$ cat src/rtl/axi_addr_gen_pkg.sv
// Shared definitions for the AXI burst address generator.
//   state_e      : generator FSM states (also exported on the debug port)
//   BURST_*      : AXI burst-type encodings for axburst
//   PAGE_BYTES   : size of the page that a burst must not cross when
//                  AXI_ADDR_GEN_4K_SPLIT_EN is defined
package axi_addr_gen_pkg;

  typedef enum logic [1:0] {
    IDLE  = 2'd0,
    CALC  = 2'd1,
    ISSUE = 2'd2,
    DRAIN = 2'd3
  } state_e;

  localparam logic [1:0] BURST_FIXED = 2'd0;
  localparam logic [1:0] BURST_INCR  = 2'd1;
  localparam logic [1:0] BURST_WRAP  = 2'd2;

  localparam int unsigned PAGE_BYTES = 4096;

endpackage

$ cat src/rtl/burst_len_calc.sv
// Combinational burst length: min(rem_beats, MAX_BEATS, beats to 4 KiB page end).
// The page term exists only when AXI_ADDR_GEN_4K_SPLIT_EN is defined;
// otherwise the cap is MAX_BEATS alone.
// Ports:
//   rem_beats_i : beats still to issue (never 0 when the result is used)
//   page_off_i  : addr[11:0] of the next burst (beat aligned)
//   beats_o     : beats in the next burst, 1..MAX_BEATS
module burst_len_calc
  import axi_addr_gen_pkg::*;
#(
  parameter int ADDR_WIDTH = 32,
  parameter int MAX_BEATS  = 16,
  parameter int AXSIZE     = 3
) (
  input  logic [ADDR_WIDTH-1:0] rem_beats_i,
  input  logic [11:0]           page_off_i,
  output logic [8:0]            beats_o
);

  localparam logic [8:0] MAX_B = 9'(MAX_BEATS);

  logic [8:0] cap;

`ifdef AXI_ADDR_GEN_4K_SPLIT_EN
  // Page offset is beat aligned, so at least one beat always fits.
  logic [12:0] to_page_bytes;
  logic [12:0] to_page_beats;

  assign to_page_bytes = 13'(PAGE_BYTES) - {1'b0, page_off_i};
  assign to_page_beats = to_page_bytes >> AXSIZE;

  always_comb begin
    cap = MAX_B;
    if (to_page_beats < {4'd0, MAX_B}) cap = to_page_beats[8:0];
  end
`else
  logic unused_page_off;
  assign unused_page_off = ^page_off_i;
  assign cap = MAX_B;
`endif

  assign beats_o = (rem_beats_i < ADDR_WIDTH'(cap)) ? rem_beats_i[8:0] : cap;

endmodule

$ cat src/rtl/axi_burst_address_generator.sv
// AXI4 AR/AW address generator covering [startAddr, startAddr+byteCount)
// with a shortened final burst and a bounded number of outstanding bursts.
// Define AXI_ADDR_GEN_4K_SPLIT_EN to keep every burst inside a 4 KiB page.
// Ports:
//   aclk, reset       : clock, synchronous active-high reset
//   start, startAddr,
//   byteCount         : transfer request, sampled only while done=1
//   done              : idle with every burst completed
//   xferComplete      : one pulse per completed burst
//   outstanding       : bursts accepted but not yet completed
//   ax*               : AXI address channel (axvalid/axready handshake)
//   dbg_state         : current FSM state (state_e encoding)
//
// Handshake: a beat transfers on a clock edge where axvalid && axready.
// Once axvalid is high, axaddr/axlen stay constant and axvalid stays high
// until that edge; axvalid is a register, so it never depends on axready
// combinationally.
module axi_burst_address_generator
  import axi_addr_gen_pkg::*;
#(
  parameter int ADDR_WIDTH            = 32,
  parameter int ID_WIDTH              = 8,
  parameter int AXID                  = 0,
  parameter int MAX_BEATS             = 16,
  parameter int AxSIZE_BYTES_PER_BEAT = 3,
  parameter int AxBURST               = 1,
  parameter int MAX_OUTSTANDING       = 4
) (
  input  logic                  aclk,
  input  logic                  reset,
  input  logic                  start,
  input  logic [ADDR_WIDTH-1:0] startAddr,
  input  logic [ADDR_WIDTH-1:0] byteCount,
  output logic                  done,
  input  logic                  xferComplete,
  output logic [3:0]            outstanding,
  output logic [ID_WIDTH-1:0]   axid,
  output logic [ADDR_WIDTH-1:0] axaddr,
  output logic [7:0]            axlen,
  output logic [2:0]            axsize,
  output logic [1:0]            axburst,
  output logic                  axlock,
  output logic [3:0]            axcache,
  output logic [2:0]            axprot,
  output logic                  axvalid,
  input  logic                  axready,
  output logic [1:0]            dbg_state
);

  localparam logic [ADDR_WIDTH-1:0] OFF_MASK =
    ADDR_WIDTH'((1 << AxSIZE_BYTES_PER_BEAT) - 1);

  state_e                state_q, state_d;
  logic [ADDR_WIDTH-1:0] addr_q, addr_d;
  logic [ADDR_WIDTH-1:0] rem_q, rem_d;
  logic [8:0]            beats_q, beats_d;
  logic [ADDR_WIDTH-1:0] axaddr_q, axaddr_d;
  logic [7:0]            axlen_q, axlen_d;
  logic                  axvalid_q, axvalid_d;
  logic                  done_q, done_d;
  logic [3:0]            outstanding_q, outstanding_d;

  logic [8:0] calc_beats;
  logic       hs;
  logic       dec;

  burst_len_calc #(
    .ADDR_WIDTH (ADDR_WIDTH),
    .MAX_BEATS  (MAX_BEATS),
    .AXSIZE     (AxSIZE_BYTES_PER_BEAT)
  ) u_len (
    .rem_beats_i (rem_q),
    .page_off_i  (addr_q[11:0]),
    .beats_o     (calc_beats)
  );

  assign hs  = axvalid_q && axready;
  // Completions with nothing outstanding are dropped so the count saturates.
  assign dec = xferComplete && (outstanding_q != 4'd0);

  always_comb begin
    state_d       = state_q;
    addr_d        = addr_q;
    rem_d         = rem_q;
    beats_d       = beats_q;
    axaddr_d      = axaddr_q;
    axlen_d       = axlen_q;
    axvalid_d     = axvalid_q;
    done_d        = done_q;
    outstanding_d = outstanding_q;

    if (hs && !dec)      outstanding_d = outstanding_q + 4'd1;
    else if (dec && !hs) outstanding_d = outstanding_q - 4'd1;

    case (state_q)
      IDLE: begin
        if (start && done_q && (byteCount != '0)) begin
          addr_d  = startAddr & ~OFF_MASK;
          // Ceiling division: whole beats plus one for any partial tail.
          rem_d   = (byteCount >> AxSIZE_BYTES_PER_BEAT)
                  + ADDR_WIDTH'((byteCount & OFF_MASK) != '0);
          done_d  = 1'b0;
          state_d = CALC;
        end
      end
      CALC: begin
        // Re-registered every stall cycle; inputs are unchanged so the
        // values are stable by the time axvalid rises.
        axaddr_d = addr_q;
        axlen_d  = 8'(calc_beats - 9'd1);
        beats_d  = calc_beats;
        if (outstanding_q < 4'(MAX_OUTSTANDING)) begin
          axvalid_d = 1'b1;
          state_d   = ISSUE;
        end
      end
      ISSUE: begin
        if (hs) begin
          axvalid_d = 1'b0;
          addr_d    = addr_q + (ADDR_WIDTH'(beats_q) << AxSIZE_BYTES_PER_BEAT);
          rem_d     = rem_q - ADDR_WIDTH'(beats_q);
          state_d   = (rem_q == ADDR_WIDTH'(beats_q)) ? DRAIN : CALC;
        end
      end
      DRAIN: begin
        if (outstanding_q == 4'd0) begin
          done_d  = 1'b1;
          state_d = IDLE;
        end
      end
      default: state_d = IDLE;
    endcase
  end

  always_ff @(posedge aclk) begin
    if (reset) begin
      state_q       <= IDLE;
      addr_q        <= '0;
      rem_q         <= '0;
      beats_q       <= '0;
      axaddr_q      <= '0;
      axlen_q       <= '0;
      axvalid_q     <= 1'b0;
      done_q        <= 1'b1;
      outstanding_q <= '0;
    end else begin
      state_q       <= state_d;
      addr_q        <= addr_d;
      rem_q         <= rem_d;
      beats_q       <= beats_d;
      axaddr_q      <= axaddr_d;
      axlen_q       <= axlen_d;
      axvalid_q     <= axvalid_d;
      done_q        <= done_d;
      outstanding_q <= outstanding_d;
    end
  end

  assign done        = done_q;
  assign outstanding = outstanding_q;
  assign axaddr      = axaddr_q;
  assign axlen       = axlen_q;
  assign axvalid     = axvalid_q;
  assign dbg_state   = state_q;

  assign axid    = ID_WIDTH'(AXID);
  assign axsize  = 3'(AxSIZE_BYTES_PER_BEAT);
  assign axburst = 2'(AxBURST);
  assign axlock  = 1'b0;
  assign axcache = 4'd0;
  assign axprot  = 3'd0;

endmodule

$ cat config.mk
export PLATFORM = sky130hd
export DESIGN_NAME = axi_burst_address_generator
export DESIGN_NICKNAME = d
export VERILOG_FILES = /design/src/rtl/axi_addr_gen_pkg.sv /design/src/rtl/burst_len_calc.sv /design/src/rtl/axi_burst_address_generator.sv
export SDC_FILE = /design/constraint.sdc
export NUM_CORES = 1
export LEC_CHECK = 0
export ABC_AREA = 1
export ABC_CLOCK_PERIOD_IN_PS = 2600
export CORE_AREA = 2 2 105 158
export CTS_BUF_LIST = sky130_fd_sc_hd__clkbuf_16
export DETAILED_ROUTE_END_ITERATION = 10
export DIE_AREA = 0 0 107 160
export PLACE_DENSITY = 0.81
export SLEW_MARGIN = 5
export SYNTH_ARGS = -nofsm -noshare
export SYNTH_HDL_FRONTEND = slang
export SYNTH_SLANG_ARGS = --single-unit
$ cat constraint.sdc
create_clock -name aclk -period 2.6 [get_ports aclk]
set_clock_uncertainty 0.1 [all_clocks]
set_input_delay 0.78 -clock aclk [delete_from_list [all_inputs] [get_ports aclk]]
set_output_delay 0.78 -clock aclk [all_outputs]
set_load 0.01 [all_outputs]
==> results of run 1 <==
layout by cell type (no fill, tap or decap), types with 4 or more instances in the layout:
cell type,instances
sky130_fd_sc_hd__a21oi_1,74
sky130_fd_sc_hd__buf_12,6
sky130_fd_sc_hd__buf_4,90
sky130_fd_sc_hd__clkbuf_16,17
sky130_fd_sc_hd__clkdlybuf4s50_1,110
sky130_fd_sc_hd__conb_1,24
sky130_fd_sc_hd__dfxtp_1,115
sky130_fd_sc_hd__ha_1,22
sky130_fd_sc_hd__inv_1,178
sky130_fd_sc_hd__inv_2,5
sky130_fd_sc_hd__inv_6,5
sky130_fd_sc_hd__nand2_1,424
sky130_fd_sc_hd__nand3_1,121
sky130_fd_sc_hd__nand4_1,27
sky130_fd_sc_hd__nor2_1,221
sky130_fd_sc_hd__nor2_4,6
sky130_fd_sc_hd__nor3_1,15
sky130_fd_sc_hd__o21ai_0,97
sky130_fd_sc_hd__o22ai_1,5
sky130_fd_sc_hd__or2_2,10
sky130_fd_sc_hd__xnor2_1,4
sky130_fd_sc_hd__xor2_1,21
per-stage QoR:
step | instance area, µm² | instances
floorplan | 8606 | 1484
global placement | 10340 | 1824
detailed placement | 10340 | 1824
CTS | 10960 | 1856
global route | 11070 | 1860
finish | 11070 | 1860
registers in the layout, summed over array words and instances, names as in the netlist:
signal and count:
axlen 8, dbg_state 2, axaddr 29, rem_q 32
axvalid 1, addr_q 29, beats_q 9, outstanding 4
done 1
metal layers:
layer | vias to the layer above | global-route usage, %
li1 | 4953 | -
met1 | 4365 | 32.11
met2 | 411 | 57.18
met3 | 131 | 4.327
met4 | 0 | 26.68
met5 | - | 0
layout make-up:
type / instances / share of cell area, %
Multi-Input combinational cell: 1116 / 47.80
Sequential cell: 115 / 20.80
Timing Repair Buffer: 207 / 17.24
Tap cell: 206 / 2.328
Clock inverter: 15 / 1.752
Inverter: 184 / 6.239
Clock buffer: 17 / 3.843
power by group:
| part | switching (µW) | leakage (µW) | internal, µW |
|---|---|---|---|
| Sequential | 451 | 0.000944 | 2180 |
| Clock | 971 | 0.000299 | 1540 |
| Combinational | 2730 | 0.00404 | 1680 |
worst max-delay path, cell delays in order:
cell                              delay (ns)
sky130_fd_sc_hd__clkdlybuf4s50_1        0.45
sky130_fd_sc_hd__inv_1                  0.05
sky130_fd_sc_hd__nand3_1                0.08
sky130_fd_sc_hd__ha_2                   0.20
sky130_fd_sc_hd__buf_4                  0.13
sky130_fd_sc_hd__nand3_4                0.10
sky130_fd_sc_hd__nor2_4                 0.12
sky130_fd_sc_hd__nand2_2                0.09
sky130_fd_sc_hd__nor2_4                 0.19
sky130_fd_sc_hd__buf_4                  0.14
sky130_fd_sc_hd__xnor2_1                0.13
sky130_fd_sc_hd__o21ai_0                0.11
sky130_fd_sc_hd__nor2_1                 0.12
sky130_fd_sc_hd__nor2_1                 0.05
what timing repair did:
item | CTS | global route
gates resized for setup | 0 | 19
setup endpoints to repair | 0 | 12
setup buffers | 0 | 4
cell usage after synthesis (2+ instances only):
master / n
sky130_fd_sc_hd__nor2_1: 223
sky130_fd_sc_hd__o22ai_1: 5
sky130_fd_sc_hd__dfxtp_1: 115
sky130_fd_sc_hd__buf_6: 4
sky130_fd_sc_hd__buf_2: 4
sky130_fd_sc_hd__a31oi_1: 3
sky130_fd_sc_hd__nand2_1: 428
sky130_fd_sc_hd__or2_2: 10
sky130_fd_sc_hd__and2_1: 3
sky130_fd_sc_hd__nand3_2: 2
sky130_fd_sc_hd__ha_1: 24
sky130_fd_sc_hd__mux2i_1: 2
sky130_fd_sc_hd__o21bai_1: 3
sky130_fd_sc_hd__nor2_4: 4
sky130_fd_sc_hd__clkbuf_1: 29
sky130_fd_sc_hd__inv_1: 179
sky130_fd_sc_hd__conb_1: 2
sky130_fd_sc_hd__fa_1: 3
sky130_fd_sc_hd__nor3_1: 16
sky130_fd_sc_hd__a211oi_1: 2
sky130_fd_sc_hd__inv_2: 4
sky130_fd_sc_hd__buf_4: 28
sky130_fd_sc_hd__nand3_1: 123
sky130_fd_sc_hd__nor3b_1: 2
sky130_fd_sc_hd__and3_1: 2
sky130_fd_sc_hd__xnor2_1: 4
sky130_fd_sc_hd__nor2_2: 2
sky130_fd_sc_hd__o211ai_1: 2
sky130_fd_sc_hd__o21ai_0: 99
sky130_fd_sc_hd__buf_1: 3
sky130_fd_sc_hd__a21oi_1: 75
sky130_fd_sc_hd__xor2_1: 21
sky130_fd_sc_hd__nand4_1: 27
worst paths after layout:
kind | cells past startpoint | end | startpoint
max | 14 | rem_q[9]$_SDFFE_PP0P_ | byteCount[2]
min | 2 | axlen[7]$_SDFFE_PP0N_ | axlen[7]$_SDFFE_PP0N_
max reg2reg | 11 | addr_q[23]$_SDFFE_PP0P_ | beats_q[0]$_SDFFE_PP0N_
min reg2reg | 2 | axlen[7]$_SDFFE_PP0N_ | axlen[7]$_SDFFE_PP0N_
cells by family after synthesis:
logic type	after synthesis	synth area share (%)
AND/OR/NAND/NOR	845	41.29
buffers and inverters	253	12.80
AO/OA/AOI/OAI	193	11.77
flip-flops	115	27.01
adder cells (fa/ha/maj)	27	4.228
XOR/XNOR	25	2.569
other	2	0.08811
multiplexers	2	0.2349
==> qor.log, run 1 <==
qor: status.outcome completed
qor: pwr.fin_total_pwr 9542 µW
qor: placed_design.finalWeightedCongestion 1.030
qor: grt.antenna_found_initial 0
qor: setup_path.worst-endpoint-required 2.80 ns
qor: detailed_routing.final_antenna_net_count 0
qor: detailed_routing.routed-via-count 9,860
qor: clock_network.clk-insertion-delay-late 0.43 ns
qor: yosys.synth_top_area_share 27.01%
qor: detailed_routing.met3RoutedLength 1530 µm
qor: yosys.ys.flop_type sky130_fd_sc_hd__dfxtp_1
qor: setup_path.worst-setup-path-type in -> reg
qor: detailed_routing.met2WireLength 13,940 µm
qor: clock_network.max-clock-path-buffers 2
qor: grt.via_count_of_the_first_global_routing_pass 9,342
qor: sta.worst_slew_margin_rel 56.11%
qor: placed_design.setup_slack_at_placement -0.3580 ns
qor: yosys.netlist_instances 1,462
qor: detailed_routing.m1WireLength 9735 µm
qor: job.count_of_max_cap_constraint_violations 0
qor: clock_network.cts.reportedPaths.clkPinSlew 0.06 ns
qor: finish.synthToLayoutAreaGrowth 29.87%
qor: finish.fillerInstances 1,377
qor: yosys.cell_taking_the_most_area_after_synthesis sky130_fd_sc_hd__dfxtp_1
qor: sta.finalHoldViolCount 0
qor: sta.final_setup_violation_count 0
qor: sta.hold_slack 0.3717 ns
qor: sta.final_max_slew_viol_count 0
qor: finish.fin_nets 1,737
qor: sta.min_period_over_period 98.09%
qor: yosys.number_of_flops_mapped_to_enable_cells_by_yosys 0
qor: floorplan.core 0.01590 mm²
qor: detailed_routing.top_layer_used met4
qor: sta.worst_setup_margin 0.04977 ns
qor: grt.overflow 0
qor: floorplan.die_height 160 µm
qor: pwr.max-vdd-ir-drop 0.5596 mV
qor: sta.timing.setup.tns 0 ns
qor: detailed_routing.routedWlPerCell 14.85 µm
qor: floorplan.start_util 53.59%
qor: min_path.hold_class reg -> reg
qor: floorplan.ioPinCount 138
qor: sta.worst-slew-pin-transition 0.6543 ns
qor: clock_network.cts-buffers-inserted 17
qor: floorplan.die_area 0.01712 mm²
qor: yosys.syn_area 0.008523 mm²
qor: detailed_routing.dr.pass1.iters 5
qor: yosys.synth_cell_types 42
qor: grt.maximum_number_of_pins_on_one_net_before_global_route_repair 85
qor: setup_path.timing.critical_path.fanout_max 4
qor: detailed_routing.first_iter_violations 580
qor: pwr.leakage 0.005283 µW
qor: placed_design.dp_hpwl 20,550 µm
qor: setup_path.worst_ep_arrival_time 2.76 ns
qor: finish.antenna_cells 0
qor: yosys.number_of_synthesized_register_bits 115
qor: detailed_routing.post-route-drc-count 0
qor: setup_path.crit_end_category flip-flop
qor: clock_network.cts_sinks 115
qor: sta.max_clock_freq 392.1 MHz
qor: yosys.synth.avg_cell_area 5.830 µm²
qor: yosys.synth_warnings 0
qor: setup_path.crit_path_start_kind primary input
qor: clock_network.clock-root-buffer sky130_fd_sc_hd__clkbuf_16
qor: clock_network.cts_hold_repair.buffers 0
qor: finish.final_layout_size_suffix_gt1_share 10.10%
qor: clock_network.cts_htree_levels 4
qor: finish.seqCellArea 0.002302 mm²
qor: setup_path.reg2reg_setup_slack 0.19 ns
qor: finish.final_core_utilization 69.60%
qor: detailed_routing.totalWireLength 27,620 µm
qor: placed_design.placement.io_buffers 110
qor: detailed_routing.via_per_inst 5.301
qor: floorplan.num_rows 57
qor: sta.grt_setup_unrepaired yes
qor: grt.grt_first_pass_wirelength 43,440 µm
qor: yosys.ys_seq_area_share 27.01%
qor: sta.period_minus_slack 2.550 ns
qor: pwr.power_per_cell_area 862.0 mW/mm²
qor: floorplan.die_boundary_width 107 µm
qor: grt.track_usage 31.99%
qor: yosys.leading_cell_types_by_total_area_after_synthesis sky130_fd_sc_hd__dfxtp_1, sky130_fd_sc_hd__nand2_1, sky130_fd_sc_hd__nor2_1
qor: finish.multi_input_comb_area 0.005291 mm²
qor: yosys.asyncSetResetFlopFracSynth 0%
qor: clock_network.cts_tree done
Note: power is estimated with default switching activity, not from simulation.
==> run 2: changes to the inputs <==
--- a/config.mk
+++ b/config.mk
@@ -11,6 +11,7 @@
 export CTS_BUF_LIST = sky130_fd_sc_hd__clkbuf_16
 export DETAILED_ROUTE_END_ITERATION = 10
 export DIE_AREA = 0 0 107 160
+export GPL_TIMING_DRIVEN = 0
 export PLACE_DENSITY = 0.81
 export SLEW_MARGIN = 5
 export SYNTH_ARGS = -nofsm -noshare
==> qor.log, run 2 (synthesis results as in run 1) <==
qor: pwr.power_per_cell_area 908.0 mW/mm² [+5.3%]
qor: finish.most_frequent_standard_cell_in_the_layout_excluding_fill_and_tap_cells sky130_fd_sc_hd__nand2_1
qor: grt.grt_first_pass_wirelength 51,290 µm [+18%]
qor: placed_design.place_inst 1,800 [-1.3%]
qor: detailed_routing.dr.pass1.iters 7 [+2]
qor: setup_path.crit_end_category flip-flop
qor: finish.most-common-layout-cells sky130_fd_sc_hd__nand2_1, sky130_fd_sc_hd__nor2_1, sky130_fd_sc_hd__inv_1, sky130_fd_sc_hd__nand3_1, sky130_fd_sc_hd__dfxtp_1
qor: setup_path.worst-endpoint-required 2.82 ns [+0.02 ns]
qor: clock_network.clk-insertion-delay-late 0.42 ns [about the same]
qor: floorplan.start_util 53.59% [unchanged]
qor: grt.via_count_of_the_first_global_routing_pass 9,793 [+4.8%]
qor: setup_path.timing.critical_path.fanout_max 10 [+6]
qor: detailed_routing.routed-via-count 10,140 [+2.8%]
qor: min_path.hold_class reg -> reg
qor: placed_design.finalWeightedCongestion 1.027 [-0.28%]
qor: setup_path.worst-setup-path-type in -> reg
qor: finish.final_layout_size_suffix_gt1_share 8.196% [-1.9 points]
qor: sta.period_minus_slack 2.553 ns [+0.002749 ns]
qor: finish.max_flop_register rem_q
qor: clock_network.cts_sinks 115 [unchanged]
qor: sta.final_max_slew_viol_count 0 [unchanged]
qor: setup_path.cp_top_family buffers and inverters
qor: placed_design.placement.io_buffers 110 [unchanged]
qor: detailed_routing.post-route-drc-count 0 [unchanged]
qor: detailed_routing.via_per_inst 5.505 [+3.8%]
qor: clock_network.cts-buffers-inserted 17 [unchanged]
qor: grt.overflow 0 [unchanged]
qor: finish.largest_register_ff_count 32 [unchanged]
qor: clock_network.clock-root-buffer sky130_fd_sc_hd__clkbuf_16
qor: placed_design.dp_hpwl 26,610 µm [+30%]
qor: floorplan.num_rows 57 [unchanged]
qor: finish.synthToLayoutAreaGrowth 26.82%
qor: setup_path.crit_chain clkdlybuf4s50_1, inv_1, nand2_1, nor2_1, nand2_2, nor2_2, nand2_2, nand3_4, nand2_4, buf_6, buf_4, o21ai_0, nor2_1
qor: setup_path.worst_ep_arrival_time 2.77 ns [about the same]
qor: floorplan.die_height 160 µm [unchanged]
qor: detailed_routing.routedWlPerCell 18.76 µm [+26%]
qor: floorplan.die_area 0.01712 mm² [unchanged]
qor: placed_design.setup_slack_at_placement -0.7570 ns [-0.3991 ns]
qor: sta.finalHoldViolCount 0 [unchanged]
qor: detailed_routing.final_antenna_net_count 0 [unchanged]
qor: setup_path.critical_path_buf_inv_count 4 [unchanged]
qor: setup_path.cpPeakStageDelay 0.50 ns [+0.05 ns]
qor: grt.track_usage 40.13% [+8.1 points]
qor: clock_network.cts_tree done
qor: finish.fin_nets 1,718 [-1.1%]
qor: sta.max_clock_freq 391.7 MHz [-0.11%]
qor: pwr.leakage 0.005140 µW [-2.7%]
qor: setup_path.timing.critical_path.slowest_stage_cell sky130_fd_sc_hd__clkdlybuf4s50_1
qor: sta.final_setup_violation_count 0 [unchanged]
qor: finish.finalNonFillerCells 1,841 [-1.0%]
qor: status.outcome completed
qor: sta.min_period_over_period 98.19% [+0.11 points]
qor: grt.antenna_found_initial 0 [unchanged]
qor: floorplan.core 0.01590 mm² [unchanged]
qor: floorplan.die_boundary_width 107 µm [unchanged]
qor: detailed_routing.totalWireLength 34,530 µm [+25%]
qor: job.count_of_max_cap_constraint_violations 0 [unchanged]
qor: clock_network.cts.reportedPaths.clkPinSlew 0.06 ns [about the same]
qor: sta.worst_slew_margin_rel 32.53% [-24 points]
qor: floorplan.ioPinCount 138 [unchanged]
qor: detailed_routing.first_iter_violations 925 [+59%]
qor: clock_network.max-clock-path-buffers 2 [unchanged]
qor: sta.worst-slew-pin-transition 1.012 ns [+0.3578 ns]
qor: clock_network.cts_htree_levels 4 [unchanged]
qor: setup_path.crit_path_start_kind primary input
qor: sta.worst_setup_margin 0.04702 ns [-0.002749 ns]
qor: pwr.max-vdd-ir-drop 0.6595 mV [+18%]
qor: finish.antenna_cells 0 [unchanged]
qor: grt.maximum_number_of_pins_on_one_net_before_global_route_repair 17 [-80%]
-- run 2: changes by cell type in the layout (fill, tap and decap cells not counted), sizes merged --
cell / previous run / this run
clkinvlp: 2 / 0
dlymetal6s2s: 0 / 8
clkinv: 4 / 5
inv: 190 / 192
dlygate4sd2: 0 / 1
buf: 97 / 48
bufinv: 3 / 2
clkbuf: 17 / 47
clkdlybuf4s50: 110 / 101
-- run 2: worst paths after layout --
path                                              start                      to  slack [ns]  cells past startpoint
worst max register to register  beats_q[4]$_SDFFE_PP0N_  rem_q[13]$_SDFFE_PP0P_        0.09                     12
worst max-delay path                      byteCount[25]  addr_q[6]$_SDFFE_PP0P_        0.05                     13
worst min register to register    axlen[7]$_SDFFE_PP0N_   axlen[7]$_SDFFE_PP0N_        0.37                      2
worst min-delay path              axlen[7]$_SDFFE_PP0N_   axlen[7]$_SDFFE_PP0N_        0.37                      2
-- run 2: per-layer routing --
| layer | part of all wire (%) | wire length (µm) | GRT usage, % | up-vias |
|---|---|---|---|---|
| met4 | 11 | 3926 | 38.55 | 0 |
| met3 | 6.4 | 2201 | 7.102 | 195 |
| li1 | - | - | - | 4930 |
| met1 | 33 | 11320 | 37.41 | 4478 |
| met2 | 49 | 17090 | 71.34 | 532 |
| met5 | 0 | 0 | 0 | - |
-- run 2: layout make-up --
cell class | instances | area, µm²
fillers | 1505 | 5095
well taps | 206 | 257.7
multi-input cells | 1116 | 5338
inverters | 184 | 693.2
plain buffers | 69 | 417.9
clock buffers | 17 | 425.4
flip-flops and latches | 115 | 2302
repair buffers | 119 | 1191
clock inverters | 15 | 183.9
-- run 2: report_power, final --
part	internal [µW]	switching (µW)
logic	1630	3070
clock network	1460	1010
registers	2170	467
-- run 2: tightest hold or removal path, delay by kind of cell (launching register included) --
| kind | cells | cell delay [ns] |
|---|---|---|
| and+or+nand+nor | 1 | 0.06 |
| AOI/OAI and AO/OA | 1 | 0.05 |
| DFF | 1 | 0.31 |
-- run 2: per-stage QoR --
stage / cell area [µm²] / util [%] / power, µW / TNS (ns) / hold slack [ns]
2_1_floorplan: 8606 / - / 5415 / 0 / 0.3460
4_1_cts: 10670 / 67.07 / 9584 / 0 / 0.3729
5_1_grt: 10810 / 67.96 / 10330 / -0.03474 / 0.4074
3_3_place_gp: 9965 / 62.65 / 7034 / -42.42 / 0.3568
6_report: 10810 / 67.96 / 9815 / 0 / 0.3715
3_5_place_dp: 9965 / 62.65 / 7096 / -43.60 / 0.3661
-- run 2: repair_timing --
action	CTS	global route
gates cloned	0	0
hold buffers	0	0
setup endpoints to repair	62	65
gates resized for setup	21	38
setup buffers	4	5
pin swaps	5	10
